### src/rtl/bhb_update_sched.sv
// Branch history buffer write sequencer: queues EX resolutions, drains them to the BHB,
// raises front-end redirects on mispredicts and walks the table for full invalidates.
//
// state | meaning
// IDLE  | normal operation, FIFO accepts and drains
// INVAL | invalidate walk, one entry strobed per cycle
// DONE  | walk finished, inv_done pulse
module bhb_update_sched #(
    parameter int WIDTH = 32,
    parameter int SIZE  = 8,
    parameter int DEPTH = 4
) (
    input  logic                     clk,
    input  logic                     rst,
    input  logic                     ex_valid,
    input  logic [WIDTH-1:0]         ex_pc,
    input  logic [WIDTH-1:0]         ex_target,
    input  logic                     ex_taken,
    input  logic                     ex_pred_taken,
    input  logic [WIDTH-1:0]         ex_pred_addr,
    output logic                     ex_ready,
    output logic                     upd_valid,
    output logic [WIDTH-1:0]         upd_pc,
    output logic [WIDTH-1:0]         upd_target,
    output logic                     upd_taken,
    input  logic                     upd_ready,
    input  logic                     inv_req,
    output logic                     inv_busy,
    output logic                     inv_we,
    output logic [$clog2(SIZE)-1:0]  inv_idx,
    output logic                     inv_done,
    output logic                     redirect_valid,
    output logic [WIDTH-1:0]         redirect_pc,
    output logic [31:0]              mispredict_cnt,
    output logic [15:0]              drop_cnt
);
    localparam int IDXW = $clog2(SIZE);
    localparam int PW   = $clog2(DEPTH);
    localparam int CW   = PW + 1;

    typedef enum logic [1:0] {IDLE = 2'd0, INVAL = 2'd1, DONE = 2'd2} state_t;

    state_t            r_state;
    state_t            w_state_nxt;
    logic [IDXW-1:0]   r_idx;
    logic              r_live;
    logic [PW-1:0]     r_rd_ptr;
    logic [PW-1:0]     r_wr_ptr;
    logic [CW-1:0]     r_cnt;
    logic [WIDTH-1:0]  r_pc_mem  [DEPTH];
    logic [WIDTH-1:0]  r_tgt_mem [DEPTH];
    logic [DEPTH-1:0]  r_tkn_mem;
    logic              r_redir_v;
    logic [WIDTH-1:0]  r_redir_pc;
    logic [31:0]       r_mis_cnt;
    logic [15:0]       r_drop_cnt;

    logic              w_full;
    logic              w_empty;
    logic              w_push;
    logic              w_pop;
    logic              w_drop;
    logic              w_mis;
    logic              w_clear;

    assign w_full  = (r_cnt == CW'(DEPTH));
    assign w_empty = (r_cnt == '0);
    assign w_push  = ex_valid & ex_ready;
    assign w_pop   = upd_valid & upd_ready;
    assign w_drop  = ex_valid & ~ex_ready;
    assign w_clear = (r_state == IDLE) & inv_req;
    assign w_mis   = (ex_taken != ex_pred_taken) |
                     (ex_taken & ex_pred_taken & (ex_target != ex_pred_addr));

    always_ff @(posedge clk or negedge rst) begin
        if (!rst) r_state <= IDLE;
        else      r_state <= w_state_nxt;
    end

    always_comb begin
        w_state_nxt = r_state;
        case (r_state)
            IDLE:    if (inv_req) w_state_nxt = INVAL;
            INVAL:   if (r_idx == IDXW'(SIZE - 1)) w_state_nxt = DONE;
            DONE:    w_state_nxt = IDLE;
            default: w_state_nxt = IDLE;
        endcase
    end

    always_comb begin
        ex_ready  = r_live & ~w_full & (r_state == IDLE);
        upd_valid = ~w_empty & (r_state == IDLE);
        inv_we    = (r_state == INVAL);
        inv_done  = (r_state == DONE);
        inv_busy  = (r_state == INVAL) | (r_state == DONE);
    end

    // r_live keeps ex_ready low through reset and releases it on the first clock afterwards
    always_ff @(posedge clk or negedge rst) begin
        if (!rst) begin
            r_live <= 1'b0;
            r_idx  <= '0;
        end else begin
            r_live <= 1'b1;
            if (r_state == INVAL) r_idx <= r_idx + IDXW'(1);
            else if (r_state == IDLE) r_idx <= '0;
        end
    end

    always_ff @(posedge clk or negedge rst) begin
        if (!rst) begin
            r_rd_ptr  <= '0;
            r_wr_ptr  <= '0;
            r_cnt     <= '0;
            r_tkn_mem <= '0;
            for (int i = 0; i < DEPTH; i++) begin
                r_pc_mem[i]  <= '0;
                r_tgt_mem[i] <= '0;
            end
        end else if (w_clear) begin
            r_rd_ptr <= '0;
            r_wr_ptr <= '0;
            r_cnt    <= '0;
        end else begin
            if (w_push) begin
                r_pc_mem[r_wr_ptr]  <= ex_pc;
                r_tgt_mem[r_wr_ptr] <= ex_target;
                r_tkn_mem[r_wr_ptr] <= ex_taken;
                r_wr_ptr            <= r_wr_ptr + PW'(1);
            end
            if (w_pop) r_rd_ptr <= r_rd_ptr + PW'(1);
            r_cnt <= r_cnt + CW'(w_push) - CW'(w_pop);
        end
    end

    always_ff @(posedge clk or negedge rst) begin
        if (!rst) begin
            r_redir_v  <= 1'b0;
            r_redir_pc <= '0;
            r_mis_cnt  <= '0;
            r_drop_cnt <= '0;
        end else begin
            r_redir_v <= ex_valid & w_mis;
            if (ex_valid & w_mis) begin
                r_redir_pc <= ex_taken ? ex_target : ex_pc + WIDTH'(4);
                if (r_mis_cnt != '1) r_mis_cnt <= r_mis_cnt + 32'd1;
            end
            if (w_drop && r_drop_cnt != '1) r_drop_cnt <= r_drop_cnt + 16'd1;
        end
    end

    assign upd_pc         = r_pc_mem[r_rd_ptr];
    assign upd_target     = r_tgt_mem[r_rd_ptr];
    assign upd_taken      = r_tkn_mem[r_rd_ptr];
    assign inv_idx        = r_idx;
    assign redirect_valid = r_redir_v;
    assign redirect_pc    = r_redir_pc;
    assign mispredict_cnt = r_mis_cnt;
    assign drop_cnt       = r_drop_cnt;
endmodule

### config.mk
export PLATFORM = sky130hd
export DESIGN_NAME = bhb_update_sched
export DESIGN_NICKNAME = d
export VERILOG_FILES = /design/src/rtl/bhb_update_sched.sv
export SDC_FILE = /design/constraint.sdc
export NUM_CORES = 1
export LEC_CHECK = 0
export ABC_AREA = 1
export CORE_ASPECT_RATIO = 0.75
export CORE_MARGIN = 10
export CORE_UTILIZATION = 55
export CTS_CLUSTER_SIZE = 40
export DETAILED_ROUTE_END_ITERATION = 8
export PLACE_DENSITY = 0.87
export SKIP_LAST_GASP = 1
export SLEW_MARGIN = 0
export SYNTH_ARGS = -nofsm -noshare
export SYNTH_HDL_FRONTEND = slang
export SYNTH_SLANG_ARGS = --single-unit
### constraint.sdc
create_clock -name clk -period 2.9 [get_ports clk]
set_input_delay 0.435 -clock clk [delete_from_list [all_inputs] [get_ports clk]]
set_output_delay 0.435 -clock clk [all_outputs]
set_load 0.03 [all_outputs]
==> summary.txt <==
Status - finished clean
Cell depth of the worst setup path - 4
Drt total wl - 58.8 mm
Leak Pwr - 10.4 nW
Share of cells above drive strength 1 - 0.149
Synthesized flop and latch total - 354
CTS Buf Count - 36
Hold EP - redirect_pc[18]
GRT overflow - 0
Max Clk Rate - 0.353 GHz
Setup TNS - 0 ns
FF-to-FF setup slack - 0.34 ns
CP cell instances - clkinv_2, o21ai_0, o22ai_1, clkdlybuf4s50_1
Max stage delay cell, worst path - clkdlybuf4s50_1
Area Overhead vs Synth - 24.8%
Actual slew at the worst max-slew pin - 0.601 ns
Via/cell ratio - 5.85
Setup bufs post-CTS - 0
Core footprint - 0.0322 mm^2
Sw frac - 0.410
Final setup vio count - 0
FF-to-FF End - r_pc_mem[101]
Syn Nets - 2140
Clk buf depth - 3
Crit path time final - 2.84 ns
Clock Skews - 0.0150 ns
Hold Path Cell Cnt - 5
DRC violations left - 0
# clock sinks - 354
RSZ-0062 raised after global routing - no
Largest net degree at the start of global routing - 84
PwrDens - 1010 mW/mm^2
Placed cells - 2669
Initial antenna violation count - 5
Vias in the first global route - 15787
Routability cong. - 0.951
VDD IR max - 1100 uV
Number of H-tree levels - 2
Clock tree from TritonCTS - done
Detailed Routing Iterations Pass 1 - 5
Post-synth top area cell - dfrtp_1
Critical Path End Type - primary output
R2R cell count - 12
Internal power - 13.2 mW
Synth cell types - 42
Filler cells - 2378
Min-delay src - ex_taken
Share of Yosys cell area claimed by the top area cell type - 0.496
Combinational Power Share - 0.465
Largest cells by area after synthesis - dfrtp_1 50%, nor2_1 7.8%, nand2_1 6.6%, mux2_2 6.3%, o21ai_0 4.9%
Rows - 57
CP max stage delay - 0.73 ns
Starting Density - 0.555
Sequential area share after synthesis - 0.496
Die W - 228 um
Top Ports - 257
Syn_area_per_cell - 8.84 um^2
Netlist Area Pre-Place - 0.0178 mm^2
Largest delay share family, worst path - buffers and inverters
Root buf cell - clkbuf_16
Clk pwr share - 0.210
ANT nets after route - 0
Post-DP HPWL - 42.4 mm
Final hold vios - 0
Skew-Pair Late Insertion Delay - 0.53 ns
Startpoint types - flop
Hold crit path type - input pin to flop
Synth warn - 0
Gr usage total - 0.287
Via count - 16015
Critical Path AT - 2.40 ns
Final Non-Filler Cells - 2739
Sequential Power Share - 0.325
Die ar. - 0.0401 mm^2
CTS clk-pin slew, worst paths - 0.07 ns
Synth Instances - 2020
First-pass GRT wire length - 91.3 mm
Iter 0 DRT Violations - 1805
WP buf/inv - 2
NetSw - 9.20 mW
Max-slew violations - 0
Nets - 2386
Total Power - 22.4 mW
Final period utilization - 0.978
Slew headroom - 0.596
Critical path class - flop to primary output
RR Startpoint - r_state[1]
CP Max Fanout - 14
Worst Path Required - 2.47 ns
Die height - 176 um
Port Buf Inserts - 256
Max-Cap Viols - 0
Routed WL per cell - 21.4 um
-- power by group through the flow --
stage | clock network, mW | registers, mW | logic (mW)
6_report | 4.72 | 7.28 | 10.4
4_1_cts | 4.75 | 7.25 | 10.4
2_1_floorplan | 0 | 7.35 | 5.55
3_3_place_gp | 0 | 7.20 | 10.0
3_5_place_dp | 0 | 7.31 | 10.3
5_1_grt | 4.97 | 7.42 | 11.1
-- cell usage in the layout, fill, tap and decap left out, types with 34 or more instances in the layout --
master           instances
a21oi_1                136
buf_12                  36
buf_4                   93
clkbuf_16               37
clkdlybuf4s50_1        190
dfrtp_1                352
inv_1                   96
mux2_2                 100
nand2_1                316
nand3_1                 36
nand4_1                 43
nor2_1                 370
o21ai_0                175
o22ai_1                 61
xnor2_1                 34
xor2_1                  39
-- worst register-to-register path, cell delays in order (launching register included) --
cell	delay [ns]
dfrtp_1	0.41
inv_1	0.13
ha_1	0.25
nand2_1	0.11
a31oi_4	0.18
nand2_2	0.11
nor2_4	0.16
inv_4	0.09
nor2_4	0.31
buf_12	0.22
buf_12	0.22
nor2_1	0.08
a21oi_1	0.19
-- registers in the layout, indices dropped and copies added, names as in the netlist --
signal / count
r_state: 2
r_live: 1
r_rd_ptr: 2
r_pc_mem: 128
r_tkn_mem: 4
r_tgt_mem: 128
r_wr_ptr: 2
redirect_valid: 1
inv_idx: 3
mispredict_cnt: 32
r_cnt: 3
drop_cnt: 16
redirect_pc: 32
-- routing by layer --
layer,track usage,wire [um]
met1,0.388,24400
met2,0.442,26300
met3,0.0621,5500
met4,0.121,2540
met5,0,10
-- Yosys cell counts, drive strengths merged --
cell    instances
nor2          378
dfrtp         354
nand2         318
o21ai         181
a21oi         155
mux2          112
inv           105
o22ai          66
buf            63
clkbuf         52
nand4          43
nand3          39
xor2           39
xnor2          34
nor3           33
ha             16
mux2i           9
nand3b          7
a22oi           4
a22o            2
clkinv          2
nor3b           2
nor4            2
a21boi          1
a31oi           1
conb            1
fa              1
-- kinds of logic (layout without fill, tap and decap cells) --
| logic type | Yosys count | count (layout) | share of synthesized area |
|---|---|---|---|
| other cells | 1 | 5 | 0.000210 |
| fa+ha+maj | 17 | 17 | 0.0123 |
| flops | 354 | 354 | 0.496 |
| compound gates | 410 | 410 | 0.126 |
| xor+xnor | 73 | 73 | 0.0358 |
| buf+inv | 222 | 495 | 0.0636 |
| mux | 121 | 121 | 0.0757 |
| simple gates | 822 | 822 | 0.190 |
-- timing repair --
action                                  CTS  global route
endpoints found under the setup margin    1             5
endpoints found under the hold margin    65             0
gates resized for setup                   1             5
hold buffers                              1             0
-- layout make-up --
| type | instances | area, um^2 | area share |
|---|---|---|---|
| Tap cell | 442 | 553 | 0.0248 |
| Clock inverter | 15 | 146 | 0.00657 |
| Sequential cell | 354 | 8860 | 0.398 |
| Timing Repair Buffer | 323 | 3360 | 0.151 |
| Multi-Input combinational cell | 1444 | 7890 | 0.354 |
| Antenna cell | 4 | 10.0 | 0.000449 |
| Clock buffer | 50 | 1040 | 0.0469 |
| Inverter | 107 | 405 | 0.0182 |
-- stage by stage --
step                      hold slack [ns]  instance area, um^2  worst slack (ns)   util
final                               0.337                22300            0.0649  0.692
after global routing                0.363                22300            0.0125  0.692
after CTS                           0.295                22200            0.0149  0.691
after detailed placement            0.447                21000            0.0974  0.654
after global placement              0.439                21000             0.125  0.654
after floorplan                     0.139                17800             0.404      -
-- worst max-delay path by stage --
stage                      start         endpoint  slack [ns]
finish               r_rd_ptr[0]   upd_target[22]        0.06
global route         r_rd_ptr[0]   upd_target[12]        0.01
CTS                  r_rd_ptr[0]    upd_target[2]        0.01
detailed placement  ex_target[3]  redirect_pc[18]         0.1
global placement    ex_target[3]  redirect_pc[18]        0.12
floorplan             r_state[0]         r_cnt[2]        0.40
Power figures use the tool's default switching activity.
